--- config.mk ---
export PLATFORM = sky130hd
export DESIGN_NAME = agu_nd
export DESIGN_NICKNAME = d
export VERILOG_FILES = /design/src/rtl/agu_pkg.sv /design/src/rtl/agu_nd_sel.sv /design/src/rtl/agu_nd.sv
export SDC_FILE = /design/constraint.sdc
export NUM_CORES = 1
export LEC_CHECK = 0
export BUFFER_PORTS_ARGS = -buffer_cell sky130_fd_sc_hd__clkbuf_2
export CORE_MARGIN = 2
export CORE_UTILIZATION = 62
export CTS_CLUSTER_DIAMETER = 30
export DETAILED_ROUTE_END_ITERATION = 8
export MAX_ROUTING_LAYER = met4
export PLACE_DENSITY = 0.88
export SLEW_MARGIN = 30
export SYNTH_ARGS = -nofsm -noshare
export SYNTH_HDL_FRONTEND = slang
export SYNTH_HIERARCHICAL = 1
export SYNTH_SLANG_ARGS = --single-unit
--- constraint.sdc ---
create_clock -name clk -period 14.3 [get_ports clk]
set_input_delay 1.43 -clock clk [delete_from_list [all_inputs] [get_ports clk]]
set_output_delay 1.43 -clock clk [all_outputs]
set_load 0.005 [all_outputs]
--- src/rtl/agu_pkg.sv ---
// Shared types for the nested-loop address generator (agu_nd and its level selector).
package agu_pkg;

  localparam int AGU_BWADDR   = 21;
  localparam int AGU_BWLENGTH = 8;
  localparam int AGU_NLOOPS   = 5;

  typedef logic [AGU_BWADDR-1:0]   addr_t;
  typedef logic [AGU_BWLENGTH-1:0] len_t;

  typedef enum logic [1:0] {
    IDLE = 2'd0,
    RUN  = 2'd1,
    DONE = 2'd2
  } state_t;

endpackage

--- src/rtl/agu_nd_sel.sv ---
// Level selector: picks the innermost level whose counter is non-zero (one-hot),
// and flags when every counter has run out.
module agu_nd_sel #(
  parameter int NLOOPS = 5
) (
  input  logic [NLOOPS-1:0] zero_i,
  output logic [NLOOPS-1:0] onehot_o,
  output logic              all_zero_o
);

  // Later (inner) levels overwrite earlier ones, so the innermost non-zero wins.
  always_comb begin
    onehot_o = '0;
    for (int k = 0; k < NLOOPS; k++) begin
      if (!zero_i[k]) begin
        onehot_o    = '0;
        onehot_o[k] = 1'b1;
      end
    end
  end

  assign all_zero_o = &zero_i;

endmodule

--- src/rtl/agu_nd.sv ---
// N-level nested-loop address generator with start/done run control and valid/ready output.
// Build option: define AGU_ND_REPEAT_EN to replay the pattern forever instead of entering DONE.
module agu_nd
  import agu_pkg::*;
#(
  parameter int BWADDR   = AGU_BWADDR,
  parameter int BWLENGTH = AGU_BWLENGTH,
  parameter int NLOOPS   = AGU_NLOOPS
) (
  input  logic                clk,
  input  logic                rst,
  input  logic                clr,
  input  logic                start,
  input  logic [BWADDR-1:0]   base,
  input  logic [BWLENGTH-1:0] l [NLOOPS],
  input  logic [BWADDR-1:0]   j [NLOOPS],
  output logic [BWADDR-1:0]   addr_out,
  output logic                valid,
  input  logic                ready,
  output logic                last,
  output logic                busy,
  output logic                done,
  output logic [NLOOPS-1:0]   on_j,
  output logic                z_out [NLOOPS]
);

  // Handshake: an address is transferred in any cycle where valid & ready are both
  // high; while ready is low addr_out, last and the loop counters hold.

  state_t              state_q, state_d;
  logic [BWADDR-1:0]   addr_q, addr_d;
  logic                last_q, last_d;
  logic [BWLENGTH-1:0] cnt_q [NLOOPS];
  logic [BWLENGTH-1:0] cnt_d [NLOOPS];
  logic [BWLENGTH-1:0] l_q   [NLOOPS];
  logic [BWLENGTH-1:0] l_d   [NLOOPS];
  logic [BWADDR-1:0]   j_q   [NLOOPS];
  logic [BWADDR-1:0]   j_d   [NLOOPS];
`ifdef AGU_ND_REPEAT_EN
  logic [BWADDR-1:0]   base_q, base_d;
`endif

  logic [NLOOPS-1:0]   cnt_zero;
  logic [NLOOPS-1:0]   sel_onehot;
  logic                all_zero;
  logic                acc;
  logic                below;
  logic                any_nz;

  always_comb begin
    for (int k = 0; k < NLOOPS; k++) cnt_zero[k] = (cnt_q[k] == '0);
  end

  agu_nd_sel #(.NLOOPS(NLOOPS)) u_sel (
    .zero_i     (cnt_zero),
    .onehot_o   (sel_onehot),
    .all_zero_o (all_zero)
  );

  assign valid    = (state_q == RUN);
  assign busy     = (state_q == RUN);
  assign done     = (state_q == DONE);
  assign addr_out = addr_q;
  assign last     = last_q;
  assign acc      = valid & ready;
  assign on_j     = acc ? sel_onehot : '0;

  always_comb begin
    for (int k = 0; k < NLOOPS; k++) z_out[k] = acc & cnt_zero[k];
  end

  always_comb begin
    state_d = state_q;
    addr_d  = addr_q;
    cnt_d   = cnt_q;
    l_d     = l_q;
    j_d     = j_q;
`ifdef AGU_ND_REPEAT_EN
    base_d  = base_q;
`endif
    below   = 1'b0;
    any_nz  = 1'b0;
    last_d  = 1'b0;

    if (clr) begin
      state_d = IDLE;
      addr_d  = '0;
      for (int k = 0; k < NLOOPS; k++) begin
        cnt_d[k] = '0;
        l_d[k]   = '0;
        j_d[k]   = '0;
      end
`ifdef AGU_ND_REPEAT_EN
      base_d  = '0;
`endif
    end else begin
      case (state_q)
        IDLE, DONE: begin
          if (start) begin
            state_d = RUN;
            addr_d  = base;
            l_d     = l;
            j_d     = j;
            cnt_d   = l;
`ifdef AGU_ND_REPEAT_EN
            base_d  = base;
`endif
          end
        end
        RUN: begin
          if (acc) begin
            if (all_zero) begin
`ifdef AGU_ND_REPEAT_EN
              cnt_d  = l_q;
              addr_d = base_q;
`else
              state_d = DONE;
`endif
            end else begin
              // Levels inside the jumping one restart; levels outside it hold.
              for (int k = 0; k < NLOOPS; k++) begin
                if (below) begin
                  cnt_d[k] = l_q[k];
                end else if (sel_onehot[k]) begin
                  cnt_d[k] = cnt_q[k] - 1'b1;
                  addr_d   = addr_q + j_q[k];
                  below    = 1'b1;
                end
              end
            end
          end
        end
        default: state_d = IDLE;
      endcase
    end

    // last marks the address whose counters have all run out.
    for (int k = 0; k < NLOOPS; k++) any_nz = any_nz | (cnt_d[k] != '0);
    last_d = (state_d == RUN) && !any_nz;
  end

  always_ff @(posedge clk or posedge rst) begin
    if (rst) begin
      state_q <= IDLE;
      addr_q  <= '0;
      last_q  <= 1'b0;
      for (int k = 0; k < NLOOPS; k++) begin
        cnt_q[k] <= '0;
        l_q[k]   <= '0;
        j_q[k]   <= '0;
      end
`ifdef AGU_ND_REPEAT_EN
      base_q  <= '0;
`endif
    end else begin
      state_q <= state_d;
      addr_q  <= addr_d;
      last_q  <= last_d;
      cnt_q   <= cnt_d;
      l_q     <= l_d;
      j_q     <= j_d;
`ifdef AGU_ND_REPEAT_EN
      base_q  <= base_d;
`endif
    end
  end

endmodule
==> reports/qor.csv <==
stage;metric;value;unit
cts;Clock Sink Count;201;
timing;Setup Viol. Count Final;0;
final_layout;# fillers;1771;
cts;clock root buffer;clkbuf_16;
final_layout;most frequent cells in the layout;nand2_1 (415), a21oi_1 (251), clkbuf_2 (204);
cts;Reg clk slew, reported paths;0.05;ns
worst_hold_path;hold path start;l_q[17]$_DFFE_PP0P_;
critical_path;Reg2Reg Capture Point;last$_DFF_PP0_;
pwr;internal power;1.52;mW
critical_path;crit-path max FO;37;
pwr;Sw Share;34.3;%
routing;Iteration-0 DRC Markers;1963;
pwr;Power Density;131;nW/um2
routing;final wirelength;51.0;mm
worst_hold_path;worst min-delay path class;flip-flop to flip-flop;
routing;DRC violations left;0;
floorplanning;Die W;159;um
final_layout;n_diodes;0;
pwr;register share of total power;28.9;%
grt;vias in the first global route;15100;
placement;pre-CTS setup slack;9.21;ns
worst_hold_path;destination of the worst hold path;l_q[17]$_DFFE_PP0P_;
grt;largest net degree at the start of global routing;133;
pwr;Clk pwr share;45.9;%
synthesis;syn_area_per_cell;7.92;um2
floorplanning;area of the core;23500;um2
worst_hold_path;hold path depth;2;
grt;total grt overflow;0;
critical_path;R2R Setup Slk;9.36;ns
floorplanning;initial core utilization;63.3;%
critical_path;Setup crit start kind;flip-flop;
timing;max-slew violation total from the final report;0;
routing;Routed Antenna Nets;0;
timing;Rel. slew slack;39.3;%
timing;fin crit period;5.39;ns
pwr;combinational share of power;25.2;%
synthesis;syn_nets;2162;
synthesis;Mapped Cells;1877;
grt;first-pass GRT wire length;80.8;mm
pwr;net switching power;796;uW
routing;Vias/cell;6.47;
cts;post-CTS setup buffer count;0;
placement;GPL Wtd Cong;1.02;
final_layout;most common cell after layout, fill and taps aside;nand2_1;
final_layout;multi-input logic area;9320;um2
synthesis;Netlist cell types;78;
pwr;leak pwr;8.20;nW
cts;Clock Latency Late Sink;0.54;ns
synthesis;post-synthesis register bit count;201;
final_layout;layout cells sized above 1;15.5;%
run;number of max-cap violations;0;
timing;RSZ-0062 raised after global routing;false;
cts;CTS Buf Count;46;
synthesis;Post-Syn Area;14900;um2
timing;Tcrit/Tclk final;37.7;%
critical_path;Worst Reg-to-Reg Cells;13;
synthesis;Seq/Total Area, Yosys;33.8;%
critical_path;Setup crit start;cnt_q[5]$_DFF_PP0_;
timing;setup ws final;8.91;ns
critical_path;Worst setup EP type;output pin;
final_layout;Layout area overhead;18.7;%
routing;Vias;15500;
cts;# H-tree levels;2;
final_layout;utilization after layout;75.2;%
routing;Routed wire per std cell;21.2;um
pwr;peak supply drop;0.0000972;V
floorplanning;die area;25200;um2
timing;Hold Vio Cnt, Final;0;
synthesis;Syn. warnings;6;
critical_path;Worst Path Arrival;3.96;ns
timing;setup TNS;0;ns
final_layout;sequential cell area;5030;um2
cts;CTS Buffer Depth;3;
floorplanning;die span in y;159;um
floorplanning;FP Rows;56;
run_status;status;finished, final reports clean;
placement;Detail Placement HPWL;35.9;mm
floorplanning;I/O pin total;206;
routing;TritonRoute pass-1 iters;6;
timing;Least-Margin Pin Slew;0.908;ns
cts;CTS tree;yes;
grt;initial antenna violation count;0;
synthesis;EDFF count, synth;0;
critical_path;critical path class;flip-flop to output pin;
synthesis;Main synth FF type;dfrtp_1;
placement;I/O Buffers;205;
final_layout;nets;2333;
grt;GRT Overall Usage;41.1;%
timing;Max Freq;185;MHz
synthesis;asr flop ratio synth;100;%
timing;Setup Skew;0.0255;ns
critical_path;CP required;12.87;ns
cts;number of gates resized after CTS;0;
cts;cts hold-fix bufs;0;
critical_path;launch point of the worst reg-to-reg path;cnt_q[5]$_DFF_PP0_;
synth_stat cells (5+ instances only):
library cell | instances | area [um2]
clkbuf_1 | 80 | 300
and3_1 | 13 | 81.3
o21ai_0 | 71 | 355
nand4_1 | 9 | 56.3
nor2b_1 | 13 | 81.3
inv_1 | 32 | 120
a21o_1 | 30 | 225
o41ai_1 | 6 | 52.6
a311oi_1 | 7 | 61.3
nand2_1 | 415 | 1560
fa_1 | 5 | 100
nand3_1 | 26 | 130
a21oi_1 | 251 | 1260
nand2b_1 | 13 | 81.3
o21a_1 | 21 | 158
xor2_1 | 36 | 315
nor4b_1 | 6 | 52.6
or3_1 | 13 | 81.3
ha_1 | 109 | 1360
mux2i_1 | 5 | 50.1
o21bai_1 | 11 | 82.6
o221ai_1 | 12 | 105
nor3_1 | 42 | 210
o211ai_1 | 31 | 233
nor4_1 | 23 | 144
dfrtp_1 | 201 | 5030
o22ai_1 | 5 | 31.3
xnor2_1 | 61 | 534
buf_1 | 16 | 60.1
nor2_1 | 126 | 473
a221oi_1 | 10 | 87.6
a31oi_1 | 47 | 294
a211oi_1 | 36 | 270
o31ai_1 | 10 | 75.1
worst max-delay path by stage:
stage | to | slack [ns] | cells after the start
floorplan | addr_out[0]$_DFFE_PP0P_ | 7.39 | 1
global placement | last$_DFF_PP0_ | 9.40 | 11
detailed placement | last$_DFF_PP0_ | 9.21 | 12
CTS | on_j[0] | 9.06 | 8
global route | on_j[0] | 8.80 | 8
finish | on_j[0] | 8.91 | 8
sequential cells by signal, indices dropped and copies added, names as in the netlist:
| name | count |
|---|---|
| j_q | 105 |
| cnt_q | 40 |
| l_q | 32 |
| addr_out | 21 |
| state_q | 2 |
| last | 1 |
kinds of logic after synthesis:
logic type / share of synthesized area (%)
multiplexers: 0.488
XOR/XNOR: 5.72
flip-flops: 33.8
AO/OA/AOI/OAI: 25.1
buffers and inverters: 3.58
AND/OR/NAND/NOR: 21.4
adder cells (fa/ha/maj): 9.85
power by group through the flow:
| stage | clock (mW) | sequential [mW] | combinational (mW) |
|---|---|---|---|
| 2_1_floorplan | 0 | 0.647 | 0.397 |
| 3_3_place_gp | 0 | 0.673 | 0.550 |
| 3_5_place_dp | 0 | 0.674 | 0.563 |
| 4_1_cts | 1.06 | 0.666 | 0.568 |
| 5_1_grt | 1.10 | 0.671 | 0.633 |
| 6_report | 1.06 | 0.670 | 0.583 |
stage by stage:
step / cells / total power [mW] / hold slack [ns] / cell area [um2]
CTS: 2403 / 2.30 / 0.523 / 17600
floorplan: 1877 / 1.04 / 0.501 / 14900
global route: 2403 / 2.40 / 0.545 / 17600
detailed placement: 2319 / 1.24 / 0.517 / 16100
global placement: 2319 / 1.22 / 0.510 / 16100
finish: 2403 / 2.32 / 0.523 / 17600
final cells by class:
class,count,area share [%]
flip-flops and latches,201,28.5
inverters,36,0.837
well taps,319,2.26
multi-input cells,1539,52.8
repair buffers,224,6.68
clock inverters,31,1.98
clock buffers,53,6.90
layer usage:
metal | GRT usage, % | up-vias | part of all wire [%]
met2 | 63.7 | 973 | 45
met5 | - | - | 0
met3 | 7.52 | 234 | 9.6
met1 | 50.8 | 7217 | 38
li1 | - | 7120 | -
met4 | 23.3 | 0 | 7.0
worst max-delay path: stages, from the launching register on:
cell      delay, ns
dfrtp_1        0.40
or3_1          0.41
nor4_1         0.68
nand4_1        0.28
nor2_2         0.23
buf_4          0.45
inv_1          0.51
nor2_1         0.28
clkbuf_2       0.14
(Power assumes the default switching activity.)
